## config.mk

```make
export PLATFORM = sky130hd
export DESIGN_NAME = mpmc10_req_unloader
export DESIGN_NICKNAME = d
export VERILOG_FILES = /design/src/rtl/mpmc10_req_unloader.sv
export SDC_FILE = /design/constraint.sdc
export NUM_CORES = 1
export LEC_CHECK = 0
export CORE_ASPECT_RATIO = 0.7
export CORE_MARGIN = 2
export CORE_UTILIZATION = 23
export CTS_CLUSTER_SIZE = 14
export DETAILED_ROUTE_END_ITERATION = 8
export PLACE_DENSITY = 0.43
export SYNTH_ARGS = -nofsm -noshare
export SYNTH_HDL_FRONTEND = slang
export SYNTH_SLANG_ARGS = --single-unit
```

## constraint.sdc

```tcl
create_clock -name clk -period 2.05 [get_ports clk]
set_input_delay 0.3075 -clock clk [delete_from_list [all_inputs] [get_ports clk]]
set_output_delay 0.3075 -clock clk [all_outputs]
set_load 0.05 [all_outputs]
```

## src/rtl/mpmc10_req_unloader.sv

```systemverilog
// mpmc10 request FIFO read-side unloader.
// Hides the FIFO read latency and feeds the MC state machine one request per clock.
package mpmc10_pkg;
  typedef struct packed {
    logic [3:0]   cid;
    logic [7:0]   tid;
    logic         we;
    logic [15:0]  sel;
    logic [31:0]  addr;
    logic [127:0] dat;
  } wb_write_request128_t;

  localparam int REQW = $bits(wb_write_request128_t);
endpackage

module mpmc10_req_unloader
  import mpmc10_pkg::*;
#(
  parameter int BUF_DEPTH = 2,
  parameter int CNTW      = $clog2(BUF_DEPTH + 1)
) (
  input  logic            clk,
  input  logic            rst,
  input  logic            fifo_empty,
  input  logic            fifo_rd_rst_busy,
  input  logic            fifo_v,
  input  logic [REQW-1:0] fifo_dout,
  output logic            fifo_rd,
  input  logic            flush,
  output logic [REQW-1:0] req_o,
  output logic            req_valid,
  input  logic            req_ready,
  output logic [CNTW-1:0] level,
  output logic            err_spurious
);

  localparam int PTRW = $clog2(BUF_DEPTH);
  localparam int SUMW = CNTW + 1;
  localparam logic [PTRW-1:0] LAST = PTRW'(BUF_DEPTH - 1);

  logic [REQW-1:0] buf_q [BUF_DEPTH];
  logic [CNTW-1:0] occ_q, occ_d;
  logic [PTRW-1:0] wr_ptr_q, wr_ptr_d;
  logic [PTRW-1:0] rd_ptr_q, rd_ptr_d;
  logic            inflight_q;
  logic            drop_next_q;
  logic            err_q;
  logic            push, pop;
  logic [SUMW-1:0] proj;

  assign req_valid    = (occ_q != '0);
  assign pop          = req_valid & req_ready;
  assign req_o        = buf_q[rd_ptr_q];
  assign level        = occ_q;
  assign err_spurious = err_q;

  // Count the in-flight word so its arrival always finds a free slot.
  assign proj = SUMW'(occ_q) - SUMW'(pop) + SUMW'(inflight_q);

  assign fifo_rd = ~fifo_empty & ~fifo_rd_rst_busy & ~flush & rst
                 & (proj < SUMW'(BUF_DEPTH));

  assign push = fifo_v & inflight_q & ~drop_next_q & ~flush;

  always_comb begin
    occ_d    = occ_q;
    wr_ptr_d = wr_ptr_q;
    rd_ptr_d = rd_ptr_q;
    if (flush) begin
      occ_d    = '0;
      wr_ptr_d = '0;
      rd_ptr_d = '0;
    end else begin
      if (push)
        wr_ptr_d = (wr_ptr_q == LAST) ? '0 : wr_ptr_q + PTRW'(1);
      if (pop)
        rd_ptr_d = (rd_ptr_q == LAST) ? '0 : rd_ptr_q + PTRW'(1);
      case ({push, pop})
        2'b10:   occ_d = occ_q + CNTW'(1);
        2'b01:   occ_d = occ_q - CNTW'(1);
        default: occ_d = occ_q;
      endcase
    end
  end

  always_ff @(posedge clk or negedge rst) begin
    if (!rst) begin
      occ_q       <= '0;
      wr_ptr_q    <= '0;
      rd_ptr_q    <= '0;
      inflight_q  <= 1'b0;
      drop_next_q <= 1'b0;
      err_q       <= 1'b0;
    end else begin
      occ_q       <= occ_d;
      wr_ptr_q    <= wr_ptr_d;
      rd_ptr_q    <= rd_ptr_d;
      inflight_q  <= fifo_rd;
      drop_next_q <= 1'b0;
      err_q       <= err_q | (fifo_v & ~inflight_q);
    end
  end

  always_ff @(posedge clk or negedge rst) begin
    if (!rst) begin
      for (int i = 0; i < BUF_DEPTH; i++)
        buf_q[i] <= '0;
    end else if (push) begin
      buf_q[wr_ptr_q] <= fifo_dout;
    end
  end

endmodule

```

* Word-level counts from Yosys, hierarchy flattened
Index checks and enable logic that the tools add are counted.
** Word-level totals
- Register bits :: 384
- Bits of input ports :: 196
- Logic and storage cells :: 53
- Output and inout port bits :: 194
** Cells by class
- Muxes and demuxes :: 14
- Bitwise logic cells :: 15
- Reductions and logical operators :: 5
- Eq/ne operators :: 2
- Add/subtract/negate cells :: 6
- Order comparisons :: 4
** Operator list (number)
- 189-bit two-way mux :: 4
- 378-bit bitwise mux :: 1
- 189-bit demux with 1-bit select :: 1
- 1-bit AND :: 8
- 1-bit two-way mux :: 6
- 2-bit nonzero test :: 3
- 2-bit >= comparator, second input constant :: 2
- 1-bit inverter :: 4
- 1-bit inverter with 2-bit output :: 2
- 2-bit case mux with 2 select lines :: 1
- 3-bit by 1-bit adder with 3-bit output :: 1
- 3-bit by 2-bit < comparator with 1-bit output, second input constant :: 1
- 3-bit nonzero test :: 1
- 2-bit by 1-bit subtractor with 3-bit output :: 1
- 1-bit adder, second input constant :: 2
- 2-bit by 1-bit adder with 2-bit output, second input constant :: 1
- 2-bit by 1-bit == test with 1-bit output, second input constant :: 1
- 2-bit == test, second input constant :: 1
- 2-bit by 1-bit < comparator with 1-bit output, second input constant :: 1
- 2-bit two-way mux :: 1
- 2-bit by 1-bit subtractor with 2-bit output, second input constant :: 1
- 1-bit logical AND :: 1
- 1-bit bitwise OR :: 1

* Longest topological paths before layout
Gate-level depths: netlist of run 1.
- Depth after elaboration :: 6
- Gate-level depth with buffers :: 6
- Mapped depth without buffers :: 5

* Worst setup path after synthesis of run 1
No wires, ideal clock.
- Kind :: register to output
- Start point :: register occ_q[1] (netlist: level[1])
- End point :: output fifo_rd
- Arrival time :: 2749 ps
- Slack :: -1006 ps
- Required time :: 1742 ps
- Path buffers :: 0
- Stages on the path, launching flop included :: 6
- Cell sequence :: dfrtp_1 o21ai_0 nor2_1 fa_1 nand3_1 nor3_1
** Between the ends
- Word-level cells in the longest chain between the ends :: 6
** Ends and longest elaborated chain
- from (decl) :: line 42 : logic [CNTW-1:0] occ_q, occ_d;
- from (signal assigned) :: line 88 : occ_q <= '0;
- from (signal assigned) :: line 95 : occ_q <= occ_d;
- 2-bit nonzero test :: line 51 : assign req_valid = (occ_q != '0);
- 1-bit AND :: line 52 : assign pop = req_valid & req_ready;
- 2-bit by 1-bit subtractor with 3-bit output * :: line 58 : assign proj = SUMW'(occ_q) - SUMW'(pop) + SUMW'(inflight_q);
- 3-bit by 1-bit adder with 3-bit output * :: line 58
- 3-bit by 2-bit < comparator with 1-bit output * :: line 61 : & (proj < SUMW'(BUF_DEPTH));
- 1-bit AND * :: line 61
- to (decl) :: line 28 : output logic fifo_rd,
Mark *: on every way between the ends. The rest lies on a longest branch, timed or not.

* Worst setup path in the final report of run 1
Same ends and word-level chain as after synthesis.

==> impl_results.rst, run 1 <==
.. list-table::
   :header-rows: 1

   * - Metric
     - Value
   * - Critical Path, Cell by Cell
     - buf_4 -> fa_1 -> nand3_2 -> nor3_4 -> buf_12
   * - Count of mapped cells out of synthesis
     - 1,044
   * - Net switching power figure
     - 7722 uW
   * - Final count of hold timing violations
     - 0
   * - Final wirelength
     - 49,400 um
   * - Avg Inst Size Synth
     - 15.83 um2
   * - Clock Latency Late Sink
     - 580 ps
   * - DR pass1 iterations
     - 4
   * - Status
     - complete, but fails checks
   * - Top fanout value on the critical path
     - 2
   * - Worst path max stage delay
     - around 550 ps
   * - Required time of the critical path
     - around 1700 ps
   * - Clock share of power
     - 33.5%
   * - Antenna-violating nets left
     - 0
   * - Number of clock buffers inserted by TritonCTS
     - 44
   * - GRT overflow
     - 0
   * - Yosys Warn Count
     - 0
   * - Post-layout nets
     - 1,726
   * - Antenna violations before repair
     - 4
   * - Cell Pwr Density
     - 950.5 nW/um2
   * - Area of the core
     - 71,310 um2
   * - Classification of the worst setup path
     - flop to primary output
   * - Post-route cell area
     - 25,220 um2
   * - Final setup fails
     - 190
   * - Post-placement setup slack
     - -392.9 ps
   * - Synthesized cell area
     - 16,530 um2
   * - FF+latch count, synth
     - 384
   * - Iteration-0 DRC Markers
     - 263
   * - Combinational cell fraction of total power
     - 30.1%
   * - Relative contribution of sequential cells to total power
     - between 30% and 40%
   * - Worst-path clk slew
     - 60 ps
   * - Post-DP Area
     - 21,810 um2
   * - Routability congestion estimate from global placement
     - 0.7312
   * - Maximum number of pins on one net before global-route repair
     - 118
   * - Routed wire per std cell
     - 19.51 um
   * - Switching part of the total
     - 32.21%
   * - Number of global-route vias before repair
     - roughly 12,000
   * - Worst path top cell family by delay
     - adder cells
   * - Post-detailed-route via-to-cell ratio
     - 4.120
   * - Max-cap viol count
     - 0
   * - Max-slew violation total from the final report
     - 0
   * - Cell row count
     - 82
   * - Die Footprint
     - 74,060 um2
   * - Element type at the critical path start
     - flop
   * - Final worst path period share
     - 127.3%
   * - Remaining design rule violation count
     - 0
   * - Leakage power
     - 0.01172 uW
   * - Maximum count of clock buffers along a single path
     - 3
   * - Initial core utilization
     - 23.18%
   * - Slowest CP cell
     - sky130_fd_sc_hd__fa_1
   * - CP endpoint kind
     - primary output
   * - Minimum period implied by the final worst setup slack
     - 2609 ps
   * - Number of distinct library cell variants in the gate-level netlist after synthesis
     - 20
   * - Post-synth top area share
     - between 50% and 60%
   * - Seq/Total Area, Yosys
     - between 50% and 60%
   * - Maximum vdd ir drop
     - 0.0004998 V
   * - Post-Syn Nets
     - 1,241
   * - Floorplan die height
     - 228.3 um
   * - Failing checks
     - negative setup slack
   * - Power Total
     - 23,980 uW
   * - Fillers
     - just under 7,000
   * - Clock Root Buffer
     - sky130_fd_sc_hd__clkbuf_16
   * - Placed wire-length estimate after detailed placement
     - between 30,000 and 40,000 um
   * - Path type of the worst min-delay path
     - input port to flop
   * - Worst endpoint data arrival time
     - 2300 ps
   * - Clock tree skew after final layout
     - 13.99 ps
   * - Area leader, netlist
     - sky130_fd_sc_hd__dfrtp_1
   * - Final setup slack of the worst path
     - -559.5 ps
   * - Die boundary width
     - 324.4 um
   * - Area Overhead vs Synth
     - 52.61%
   * - TritonCTS clock tree
     - built
   * - RSZ-0062 raised after global routing
     - true
   * - IO Pins
     - 390
   * - Number of buffers inserted by port buffering
     - 389
   * - Slew at the pin with the worst max-slew slack
     - ~860 ps
   * - Relative slew margins
     - about 42%
   * - GRT Total Usage
     - approximately an eighth
   * - CP Buf/Inv Count
     - 2
   * - Routed vias
     - 10,430
   * - Wire length of the first global-routing pass
     - 75,670 um
   * - Upper clock frequency limit
     - 0.3832 GHz
   * - Number of levels in the clock H-tree
     - 2
   * - Fraction of layout instances using a drive strength above 1
     - between 60% and 70%
   * - Total number of clock tree sinks
     - 384
   * - Largest cells by area after synthesis
     - sky130_fd_sc_hd__dfrtp_1, sky130_fd_sc_hd__mux2_2, sky130_fd_sc_hd__buf_2
   * - Cell-internal power
     - around 16,000 uW
## power by group through the flow
stage	sequential, uW	clock (uW)	combinational [uW]
2_1_floorplan	8740	0	4200
3_3_place_gp	8810	0	6330
3_5_place_dp	8860	0	6370
4_1_cts	8730	8440	7120
5_1_grt	8840	8760	7510
6_report	8730	8030	7220
## synth_stat cells (all sizes together)
library cell / instances
a21o: 1
a21oi: 2
buf: 52
clkbuf: 11
dfrtp: 384
fa: 1
inv: 3
mux2: 568
nand2: 2
nand3: 1
nand4: 2
nor2: 5
nor2b: 2
nor3: 2
o2111a: 1
o21ai: 2
or2: 1
xor2: 4
## per-layer routing
layer,global-route usage (%),vias to the layer above,wire [um]
li1,-,4749,-
met1,17.45,5398,22400
met2,21.50,207,23140
met3,3.765,71,2743
met4,3.663,8,1078
met5,0,-,45
## flip-flops by register name (all words and copies together), names as in the netlist
name	count
buf_q	378
level	2
err_spurious	1
wr_ptr_q	1
inflight_q	1
rd_ptr_q	1
## cells by family (layout without fill, tap and decap cells)
family,Yosys count,after routing,share of synthesized area [%]
XOR/XNOR,4,4,0.2119
AO/OA/AOI/OAI,6,6,0.2347
AND/OR/NAND/NOR,15,15,0.5072
buffers and inverters,66,587,2.089
multiplexers,568,568,38.70
adder cells (fa/ha/maj),1,1,0.1211
flip-flops,384,384,58.14
other,0,1,0
## worst paths after layout
| check | start | end | slack (ps) | cells after the start |
|---|---|---|---|---|
| min reg2reg | err_spurious | err_spurious | 460 | 1 |
| min in group asynchronous | rst | buf_q[323] | 430 | 2 |
| max in group asynchronous | rst | buf_q[306] | 440 | 3 |
| max | level[1] | fifo_rd | -560 | 5 |
| max reg2reg | level[1] | inflight_q | 300 | 5 |
| min | rst | inflight_q | 170 | 4 |
## repair_timing
| action | 4_1_cts | 5_1_grt |
|---|---|---|
| hold buffers | 1 | 0 |
| pin swaps | 2 | 1 |
| buffers inserted | 23 | 12 |
| gates cloned | 15 | 5 |
| gates resized for setup | 264 | 85 |
| setup endpoints to repair | 194 | 191 |
| endpoints found under the hold margin | 271 | 0 |
## through the flow
| stage | utilization, % | TNS, ps | hold WS, ps | instances |
|---|---|---|---|---|
| after global routing | 35.37 | -59930 | 136.3 | 2531 |
| after floorplan | - | -173.9 | 11.91 | 1044 |
| after CTS | 34.93 | -64330 | 123.3 | 2527 |
| after detailed placement | 30.59 | -11190 | 147.8 | 2407 |
| after global placement | 30.59 | -11480 | 149.4 | 2407 |
| final | 35.37 | -44290 | 170.9 | 2532 |
## worst register-to-register path, stage by stage, from the launching register on
cell and delay (ps):
sky130_fd_sc_hd__dfrtp_4 490, sky130_fd_sc_hd__buf_4 160, sky130_fd_sc_hd__fa_1 550, sky130_fd_sc_hd__nand3_2 100
sky130_fd_sc_hd__nor3_4 270, sky130_fd_sc_hd__buf_4 140
## layout make-up
type                    count  area (um2)  area share, %
flip-flops and latches    384        9618          38.13
multi-input cells         594        6764          26.82
repair buffers            502        6147          24.37
clock buffers              68        1333          5.283
well taps                 966        1209          4.792
clock inverters            14       140.1         0.5556
inverters                   3       11.26        0.04464
diodes                      1       2.502       0.009921
## layout by cell type (no fill, tap or decap), types with 2 or more instances in the layout
cell,Yosys,routed
sky130_fd_sc_hd__dfrtp_4,0,2
sky130_fd_sc_hd__xor2_1,4,4
sky130_fd_sc_hd__clkdlybuf4s50_1,0,194
sky130_fd_sc_hd__bufinv_16,0,2
sky130_fd_sc_hd__nand2_1,2,2
sky130_fd_sc_hd__dlygate4sd2_1,0,2
sky130_fd_sc_hd__inv_6,0,2
sky130_fd_sc_hd__mux2_2,568,526
sky130_fd_sc_hd__nor2b_1,2,2
sky130_fd_sc_hd__nor2_1,5,4
sky130_fd_sc_hd__a21oi_1,2,2
sky130_fd_sc_hd__clkbuf_16,0,50
sky130_fd_sc_hd__dfrtp_1,384,381
sky130_fd_sc_hd__nand4_1,2,2
sky130_fd_sc_hd__buf_6,0,157
sky130_fd_sc_hd__mux2_4,0,42
sky130_fd_sc_hd__nor3_4,1,2
sky130_fd_sc_hd__buf_16,0,13
sky130_fd_sc_hd__buf_4,13,36
sky130_fd_sc_hd__inv_1,3,3
sky130_fd_sc_hd__clkinv_2,0,7
sky130_fd_sc_hd__buf_12,0,51
sky130_fd_sc_hd__buf_8,0,42
sky130_fd_sc_hd__clkbuf_8,0,12
sky130_fd_sc_hd__clkbuf_1,11,11
Note: power is estimated with default switching activity, not from simulation.
==> run 2: changes to the inputs <==
CORE_MARGIN = default   (was 2)
==> run 2 against run 1 <==
  * The run still ends with negative setup slack left
  * Via count is 0.83% higher
  * Count of clock-buffer cells in the layout rose by 2
  * Register-to-register slack got worse by 40 ps
  * Hold slack better by 210 ps
  * Critical path type unchanged
  * Critical endpoint unchanged
==> impl_results.rst, run 2 (synthesis gave the netlist of run 1 again) <==
.. list-table::
   :header-rows: 1

   * - Metric
     - Value
   * - Status
     - complete, but fails checks
   * - Failing checks
     - negative setup slack
   * - Classification of the worst setup path
     - flop to primary output
   * - Placed wire-length estimate after detailed placement
     - 33,360 um (+1.4%)
   * - Area Overhead vs Synth
     - 52.71% (about the same)
   * - Total number of clock tree sinks
     - 384 (unchanged)
   * - Post-layout nets
     - 1,732 (+0.35%)
   * - CP endpoint kind
     - primary output
   * - Required time of the critical path
     - 1740 ps (about the same)
   * - Cell row count
     - 81 (-1.2%)
   * - Antenna-violating nets left
     - 0 (unchanged)
   * - Capture endpoint of the worst hold path
     - buf_q[168]
   * - Most frequent standard cell in the layout excluding fill and tap cells
     - sky130_fd_sc_hd__mux2_2
   * - Die boundary width
     - 322.4 um (-0.62%)
   * - Flip-flop count of the largest register after layout
     - 378 (unchanged)
   * - Endpoint of the most critical register-to-register path
     - buf_q[194]
   * - Final wirelength
     - 50,440 um (+2.1%)
   * - Final count of hold timing violations
     - 0 (unchanged)
   * - FF-to-FF Start
     - inflight_q
   * - Worst R2R Path Depth
     - 6 (+1)
   * - Floorplan die height
     - 226.3 um (-0.88%)
   * - Relative contribution of sequential cells to total power
     - 36.3% (about the same)
   * - Number of buffers inserted by port buffering
     - 389 (unchanged)
   * - Clock Root Buffer
     - sky130_fd_sc_hd__clkbuf_16
   * - Die Footprint
     - 72,960 um2 (-1.5%)
   * - Number of clock buffers inserted by TritonCTS
     - 45 (+2.3%)
   * - Hold path startpoint
     - fifo_dout[168]
   * - Worst-path clk slew
     - 60 ps (about the same)
   * - Routability congestion estimate from global placement
     - 0.7418 (+1.4%)
   * - Upper clock frequency limit
     - 0.3945 GHz (+2.9%)
   * - Power Total
     - 24,050 uW (+0.30%)
   * - GRT overflow
     - 0 (unchanged)
   * - Register with the most flip-flops
     - buf_q
   * - Cell Pwr Density
     - 952.8 nW/um2 (+0.24%)
   * - Initial core utilization
     - 23.47% (+0.29 points)
   * - Setup TNS Final
     - -52,570 ps (-8273 ps)
   * - Fraction of layout instances using a drive strength above 1
     - 60.54% (-0.36 points)
   * - Antenna violations before repair
     - 10 (+6)
   * - Net switching power figure
     - 7632 uW (-1.2%)
   * - Fillers
     - 6,808 (-1.6%)
   * - Launching instance or port of the critical path
     - level[1]
   * - Clock tree skew after final layout
     - 21.25 ps (+7.262 ps)
   * - Area of the core
     - 70,440 um2 (-1.2%)
   * - Register area
     - 9618 um2 (unchanged)
   * - Routed wire per std cell
     - 19.99 um (+2.5%)
   * - Top library cells by usage in the layout, fill and taps aside
     - sky130_fd_sc_hd__mux2_2, sky130_fd_sc_hd__dfrtp_1, sky130_fd_sc_hd__clkdlybuf4s50_1
   * - Clock share of power
     - 33.7% (+0.2 points)
   * - Maximum vdd ir drop
     - 0.0004677 V (-6.4%)
   * - IO Pins
     - 390 (unchanged)
   * - Path type of the worst min-delay path
     - input port to flop
   * - Cell-internal power
     - 16,420 uW (+1.0%)
   * - Max-slew violation total from the final report
     - 0 (unchanged)
   * - DR pass1 iterations
     - 4 (unchanged)
   * - Hold Path Cell Cnt
     - 2 (-2)
   * - Remaining design rule violation count
     - 0 (unchanged)
   * - Maximum number of pins on one net before global-route repair
     - 91 (-23%)
   * - Minimum period implied by the final worst setup slack
     - 2535 ps (-74.62 ps)
   * - Wire length of the first global-routing pass
     - 76,180 um (+0.68%)
   * - Top fanout value on the critical path
     - 2 (unchanged)
   * - Worst endpoint data arrival time
     - 2230 ps (-70 ps)
   * - Clock Latency Late Sink
     - 570 ps (about the same)
   * - Combinational cell fraction of total power
     - 30.0% (about the same)
   * - Routed vias
     - 10,520 (+0.83%)
   * - Leakage power
     - 0.01174 uW (+0.15%)
   * - Number of levels in the clock H-tree
     - 2 (unchanged)
   * - Final setup fails
     - 190 (unchanged)
   * - TritonCTS clock tree
     - built
   * - Final worst path period share
     - 123.7% (-3.6 points)
   * - Worst-case register-to-register setup slack
     - 260 ps (-40 ps)
   * - Post-detailed-route via-to-cell ratio
     - 4.170 (+1.2%)
   * - RSZ-0062 raised after global routing
     - true
   * - Maximum count of clock buffers along a single path
     - 3 (unchanged)
   * - Number of global-route vias before repair
     - 11,900 (-0.092%)
   * - Post-placement setup slack
     - -337.1 ps (+55.88 ps)
   * - Element type at the critical path start
     - flop
   * - Slew at the pin with the worst max-slew slack
     - 541.7 ps (-323.2 ps)
   * - Switching part of the total
     - 31.73% (-0.48 points)
   * - Area of the multi-input gates
     - 6746 um2 (-0.26%)
   * - Max-cap viol count
     - 0 (unchanged)
   * - Final setup slack of the worst path
     - -484.8 ps (+74.62 ps)
   * - Relative slew margins
     - 63.89% (+22 points)
   * - GRT Total Usage
     - 13.90% (+0.57 points)
   * - Iteration-0 DRC Markers
     - 261 (-0.76%)
## run 2: worst max-delay path by stage
stage,end,cells past startpoint
6_report,fifo_rd,6
5_1_grt,fifo_rd,6
4_1_cts,fifo_rd,6
3_5_place_dp,fifo_rd,7
3_3_place_gp,fifo_rd,7
2_1_floorplan,fifo_rd,5
## run 2: through the flow
stage | cell area, um2 | utilization [%] | cells | hold WS, ps
CTS | 25170 | 35.74 | 2524 | 319.5
detailed placement | 21810 | 30.97 | 2399 | 366.1
global placement | 21810 | 30.97 | 2399 | 368.5
floorplan | 16550 | - | 1044 | 11.91
global route | 25240 | 35.83 | 2521 | 337.7
finish | 25240 | 35.83 | 2523 | 377.3
## run 2: cell type report
type | count | share of cell area [%]
Clock buffer | 70 | 5.230
Antenna cell | 3 | 0.02974
Tap cell | 954 | 4.729
Sequential cell | 384 | 38.11
Multi-Input combinational cell | 594 | 26.73
Clock inverter | 8 | 0.5701
Timing Repair Buffer | 507 | 24.56
Inverter | 3 | 0.04461
## run 2: critical path: stages (launching register included)
cell	delay (ps)
sky130_fd_sc_hd__dfrtp_4	490
sky130_fd_sc_hd__o21ai_4	140
sky130_fd_sc_hd__nor2_2	60
sky130_fd_sc_hd__fa_1	490
sky130_fd_sc_hd__nand3_2	90
sky130_fd_sc_hd__nor3_4	220
sky130_fd_sc_hd__buf_12	160
## run 2: timing repair
action	CTS	global route
endpoints found under the hold margin	40	0
cloned	19	5
resized for setup	291	61
setup buffers	29	9
setup endpoints to repair	193	190
pin swaps	2	1
hold buffers	2	0
## run 2: power by group through the flow
stage               combinational, uW  clock, uW  sequential, uW
floorplan                        4200          0            8740
finish                           7210       8110            8720
global placement                 6330          0            8810
global route                     7530       8790            8840
detailed placement               6360          0            8860
CTS                              7190       8480            8730
## run 2: metal layers
metal | wire (um) | track usage (%) | vias to the layer above
met3 | 3256 | 4.341 | 69
li1 | - | - | 4754
met4 | 883 | 3.702 | 16
met5 | 100 | 0 | -
met2 | 24130 | 22.39 | 206
met1 | 22070 | 17.95 | 5475
